===== src/rtl/sys1_vram_arb.sv =====
// Time-slot arbiter sharing one synchronous single-port VRAM between video fetch and the Z80 CPU.
// Latency: video data strobes 3 cycles after the request; an uncontended CPU access releases WAIT 3 cycles after grant.
// Backpressure: video is never stalled; the CPU is held with combinational CPU_WAIT while video owns the slot or its access is in flight.
module sys1_vram_arb #(
    parameter int AW = 14,
    parameter int DW = 8
) (
    input  logic          CLK,
    input  logic          RESET,
    input  logic          PCLK_EN,
    input  logic          VID_REQ,
    input  logic [AW-1:0] VID_AD,
    output logic [DW-1:0] VID_DT,
    output logic          VID_VLD,
    input  logic          CPU_RD,
    input  logic          CPU_WR,
    input  logic [AW-1:0] CPU_AD,
    input  logic [DW-1:0] CPU_DI,
    output logic [DW-1:0] CPU_DO,
    output logic          CPU_WAIT,
    output logic [AW-1:0] RAM_AD,
    output logic          RAM_WE,
    output logic [DW-1:0] RAM_DI,
    input  logic [DW-1:0] RAM_DO
);

    // Owner of the RAM slot issued in a given cycle; travels with the read data.
    typedef enum logic [1:0] {
        T_NONE   = 2'd0,
        T_VID    = 2'd1,
        T_CPU_RD = 2'd2,
        T_CPU_WR = 2'd3
    } tag_t;

    typedef enum logic [1:0] {
        C_IDLE  = 2'd0,
        C_ISSUE = 2'd1,
        C_LATCH = 2'd2,
        C_DONE  = 2'd3
    } cpu_state_t;

    // Next RAM command, registered onto the RAM pins at the end of the slot.
    typedef struct packed {
        logic [AW-1:0] ad;
        logic          we;
        logic [DW-1:0] di;
    } ram_cmd_t;

    cpu_state_t state;
    tag_t       tag_s1;
    tag_t       tag_s2;
    tag_t       tag_new;
    ram_cmd_t   cmd_nxt;
    logic       vid_grant;
    logic       cpu_req;
    logic       cpu_grant;

    // Slot decision: video owns every pixel-enable slot it asks for, the CPU takes the rest.
    always_comb begin
        vid_grant = PCLK_EN & VID_REQ;
        cpu_req   = CPU_RD | CPU_WR;
        cpu_grant = ~vid_grant & cpu_req & (state == C_IDLE);
        tag_new   = T_NONE;
        cmd_nxt   = '{ad: RAM_AD, we: 1'b0, di: RAM_DI};
        if (vid_grant) begin
            tag_new    = T_VID;
            cmd_nxt.ad = VID_AD;
        end else if (cpu_grant) begin
            // Simultaneous RD and WR resolves to a write.
            tag_new    = CPU_WR ? T_CPU_WR : T_CPU_RD;
            cmd_nxt.ad = CPU_AD;
            cmd_nxt.we = CPU_WR;
            cmd_nxt.di = CPU_DI;
        end
    end

    // WAIT must be combinational so the CPU sees it within the same T-state.
    assign CPU_WAIT = cpu_req & (state != C_DONE);

    // Register the chosen command onto the RAM port; idle slots keep the address and drop WE.
    always_ff @(posedge CLK or posedge RESET) begin
        if (RESET) begin
            RAM_AD <= '0;
            RAM_WE <= 1'b0;
            RAM_DI <= '0;
        end else begin
            RAM_AD <= cmd_nxt.ad;
            RAM_WE <= cmd_nxt.we;
            RAM_DI <= cmd_nxt.di;
        end
    end

    // Two-stage owner pipe lines the tag up with RAM_DO two cycles after issue.
    always_ff @(posedge CLK or posedge RESET) begin
        if (RESET) begin
            tag_s1 <= T_NONE;
            tag_s2 <= T_NONE;
        end else begin
            tag_s1 <= tag_new;
            tag_s2 <= tag_s1;
        end
    end

    // Steer returning read data to its owner; VID_VLD is a single-cycle strobe.
    always_ff @(posedge CLK or posedge RESET) begin
        if (RESET) begin
            VID_DT  <= '0;
            VID_VLD <= 1'b0;
            CPU_DO  <= '0;
        end else begin
            VID_VLD <= (tag_s2 == T_VID);
            if (tag_s2 == T_VID) begin
                VID_DT <= RAM_DO;
            end
            if (tag_s2 == T_CPU_RD) begin
                CPU_DO <= RAM_DO;
            end
        end
    end

    // CPU access sequencer: once granted the access always runs to completion,
    // and it parks in C_DONE until the CPU drops its request.
    always_ff @(posedge CLK or posedge RESET) begin
        if (RESET) begin
            state <= C_IDLE;
        end else begin
            case (state)
                C_IDLE:  if (cpu_grant) state <= C_ISSUE;
                C_ISSUE: state <= C_LATCH;
                C_LATCH: state <= C_DONE;
                C_DONE:  if (!cpu_req) state <= C_IDLE;
                default: state <= C_IDLE;
            endcase
        end
    end

endmodule


===== config.mk =====
export PLATFORM = sky130hd
export DESIGN_NAME = sys1_vram_arb
export DESIGN_NICKNAME = d
export VERILOG_FILES = /design/src/rtl/sys1_vram_arb.sv
export SDC_FILE = /design/constraint.sdc
export NUM_CORES = 1
export LEC_CHECK = 0
export BUFFER_PORTS_ARGS = -buffer_cell sky130_fd_sc_hd__clkbuf_2
export CAP_MARGIN = 0
export CORE_UTILIZATION = 46
export CTS_BUF_LIST = sky130_fd_sc_hd__clkbuf_16
export DETAILED_ROUTE_END_ITERATION = 6
export HOLD_SLACK_MARGIN = 0.12
export PLACE_DENSITY = 0.79
export SYNTH_ARGS = -nofsm -noshare
export SYNTH_HDL_FRONTEND = slang
export SYNTH_SLANG_ARGS = --single-unit

===== constraint.sdc =====
create_clock -name CLK -period 1.8 [get_ports CLK]
set_input_delay 0 -clock CLK [delete_from_list [all_inputs] [get_ports CLK]]
set_output_delay 0 -clock CLK [all_outputs]
set_load 0.1 [all_outputs]

==> results by group <==
Outcome
  – Outcome: completed

Route
  – DRC: 0
  – Vias/cell: 4.95
  – Via count: 1575
  – Post-route ant nets: 0
  – DRT iter0 DRCs: 59
  – Drt pass-1 iters: 4
  – Final WL: 4.63 mm
  – Avg WL per Cell: 14.6 um

Setup path
  – Startpoint Class: register
  – Worst Setup End Kind: register
  – CP max FO: 18
  – Crit path DAT: 1.75 ns
  – WS Path Type: register to register
  – Crit path required time: 1.96 ns

STA
  – Peak Freq: 630 MHz
  – Slew HR: 62.7%
  – Period utilization: 88.3%
  – Setup_tns: 0 ns
  – Worst-margin pin slew: 0.562 ns
  – Fin. max-slew vios: 0
  – Tmin final: 1.59 ns
  – RSZ-0062 raised after global routing: no
  – Setup violations, final: 0
  – Setup Skew: 0.00202 ns
  – Final Hold Vio Count: 0

Yosys
  – Cell variety after synth: 22
  – Async SR Flop Fraction: 100%
  – Mapped cell area: 1930 um^2
  – Post-synthesis register bit count: 46
  – Sequential area share after synthesis: 59.6%
  – Avg Cell Area, Syn: 14.9 um^2
  – Number of flops mapped to enable cells by yosys: 0
  – Post-synth top flop: dfrtp_1
  – Syn_nets: 184
  – Yosys warns: 0
  – Post-Syn Instances: 130

Global route
  – First-pass GRT wire length: 7.45 mm
  – Total global-route track usage: 22.8%
  – Gr ovfl total: 0
  – Vias in the first global route: 1611
  – Initial antenna violation count: 0
  – Largest net degree at the start of global routing: 25

Cells and area
  – Final nets: 321
  – Reg area: 1150 um^2
  – # fillers: 265
  – ANT cells: 0
  – Area Growth Syn to Fin: 56.5%
  – Share of cells above drive strength 1: 47.8%
  – Multi-input gate area: 693 um^2

Floorplanning
  – Full die area: 4460 um^2
  – Core footprint: 4030 um^2
  – Die W: 66.8 um
  – Initial Utilization: 47.9%
  – Die Span Y: 66.8 um
  – Ports: 91
  – Std-Cell Rows: 23

Placed design
  – Buffers on Ports: 90
  – Detail Placement HPWL: 2.95 mm
  – Final GP Congestion: 0.719

Flow run
  – Max Cap Viol: 0

Clocking
  – Htree depth: 2
  – Post_cts resized: 0
  – Reg clk slew, reported paths: 0.06 ns
  – TritonCTS Buffers: 5
  – Longest Clk Path Bufs: 2
  – CTS tree: built
  – Setup Fix Bufs, Post-CTS: 0
  – TritonCTS Sinks: 46
  – Worst skew pair latency: 0.28 ns
  – Root buf cell: clkbuf_16

Hold path
  – Hold WC Path Type: primary input to register
[repair_timing]
item                                   CTS  global route
hold buffers                            46             0
endpoints found under the hold margin   86             0
setup endpoints to repair                0             0
[sequential cells by signal (all words and copies together), names as in the netlist]
name     count
tag_s2       2
CPU_DO       8
VID_VLD      1
RAM_DI       8
tag_s1       2
state        2
VID_DT       8
RAM_WE       1
RAM_AD      14
[critical path, cell delays in order, from the launching register on]
cell and delay, ns:
dfrtp_1 0.37, inv_1 0.12, ha_1 0.22, o21ai_2 0.09
a21oi_4 0.15, buf_12 0.18, mux2_2 0.34
[cells in the final DEF, fill, tap and decap left out, types with 2 or more instances in the layout]
| cell type | instances |
|---|---|
| clkinv_1 | 2 |
| clkbuf_2 | 90 |
| nor2_1 | 2 |
| inv_1 | 3 |
| mux2_1 | 3 |
| ha_1 | 4 |
| buf_12 | 2 |
| dfrtp_1 | 46 |
| clkbuf_16 | 5 |
| nand2b_1 | 2 |
| mux2_2 | 18 |
| a221o_1 | 14 |
| and3_1 | 14 |
| mux2_4 | 4 |
| dlygate4sd3_1 | 46 |
[cell type report]
class | instances | area share, %
flip-flops and latches | 46 | 38.1
clock buffers | 5 | 4.14
repair buffers | 139 | 31.7
multi-input cells | 71 | 22.9
clock inverters | 3 | 0.538
inverters | 4 | 0.497
well taps | 50 | 2.07
[Yosys cell counts (2+ instances only)]
| library cell | number | area, um^2 |
|---|---|---|
| mux2_2 | 18 | 203 |
| buf_2 | 2 | 10.0 |
| buf_6 | 5 | 56.3 |
| nor2_1 | 3 | 11.3 |
| inv_1 | 4 | 15.0 |
| and3_1 | 14 | 87.6 |
| dfrtp_1 | 46 | 1150 |
| clkbuf_1 | 2 | 7.51 |
| mux2_1 | 3 | 33.8 |
| mux2_4 | 4 | 60.1 |
| a221o_1 | 14 | 140 |
| nand2b_1 | 2 | 12.5 |
| ha_1 | 4 | 50.1 |
[per-layer routing]
layer | up-vias | track usage, % | share of wire (%)
li1 | 746 | - | -
met1 | 757 | 25.8 | 39
met2 | 65 | 41.2 | 54
met3 | 7 | 5.65 | 6.5
met4 | 0 | 7.71 | 1.0
met5 | - | 0 | 0
[final timing paths]
kind                       cells past startpoint            startpoint                     to  slack [ns]
setup reg to reg                               6  state[0]$_DFFE_PP0P_  RAM_DI[4]$_DFFE_PP0P_        0.21
max in group asynchronous                      4                 RESET  RAM_DI[0]$_DFFE_PP0P_        1.03
setup / recovery                               6  state[0]$_DFFE_PP0P_  RAM_DI[4]$_DFFE_PP0P_        0.21
hold reg to reg                                0   tag_s1[1]$_DFF_PP0_    tag_s2[1]$_DFF_PP0_        0.35
min in group asynchronous                      3                 RESET  RAM_DI[6]$_DFFE_PP0P_        0.28
hold / removal                                 4                CPU_RD   state[0]$_DFFE_PP0P_        0.20
[stage by stage]
stage	instance area [um^2]	setup WS [ns]	hold WS [ns]	cells	utilization, %
after detailed placement	2420	0.215	0.0354	264	60.1
after CTS	3020	0.203	0.201	318	75.0
final	3020	0.211	0.204	318	75.0
after global placement	2420	0.258	0.0360	264	60.1
after floorplan	1930	0.274	0.132	130	-
after global routing	3020	0.135	0.235	318	75.0
[cell families after synthesis]
| group | count (synthesis) | share of synthesized area, % |
|---|---|---|
| and+or+nand+nor | 20 | 6.16 |
| adders and majority gates | 4 | 2.59 |
| AOI/OAI and AO/OA | 21 | 11.1 |
| muxes | 26 | 15.9 |
| buffers and inverters | 13 | 4.60 |
| DFF | 46 | 59.6 |
Power is left out: the tool's default activity adds up to more than one toggle a clock period on the data nets, which glitch-free logic cannot reach.
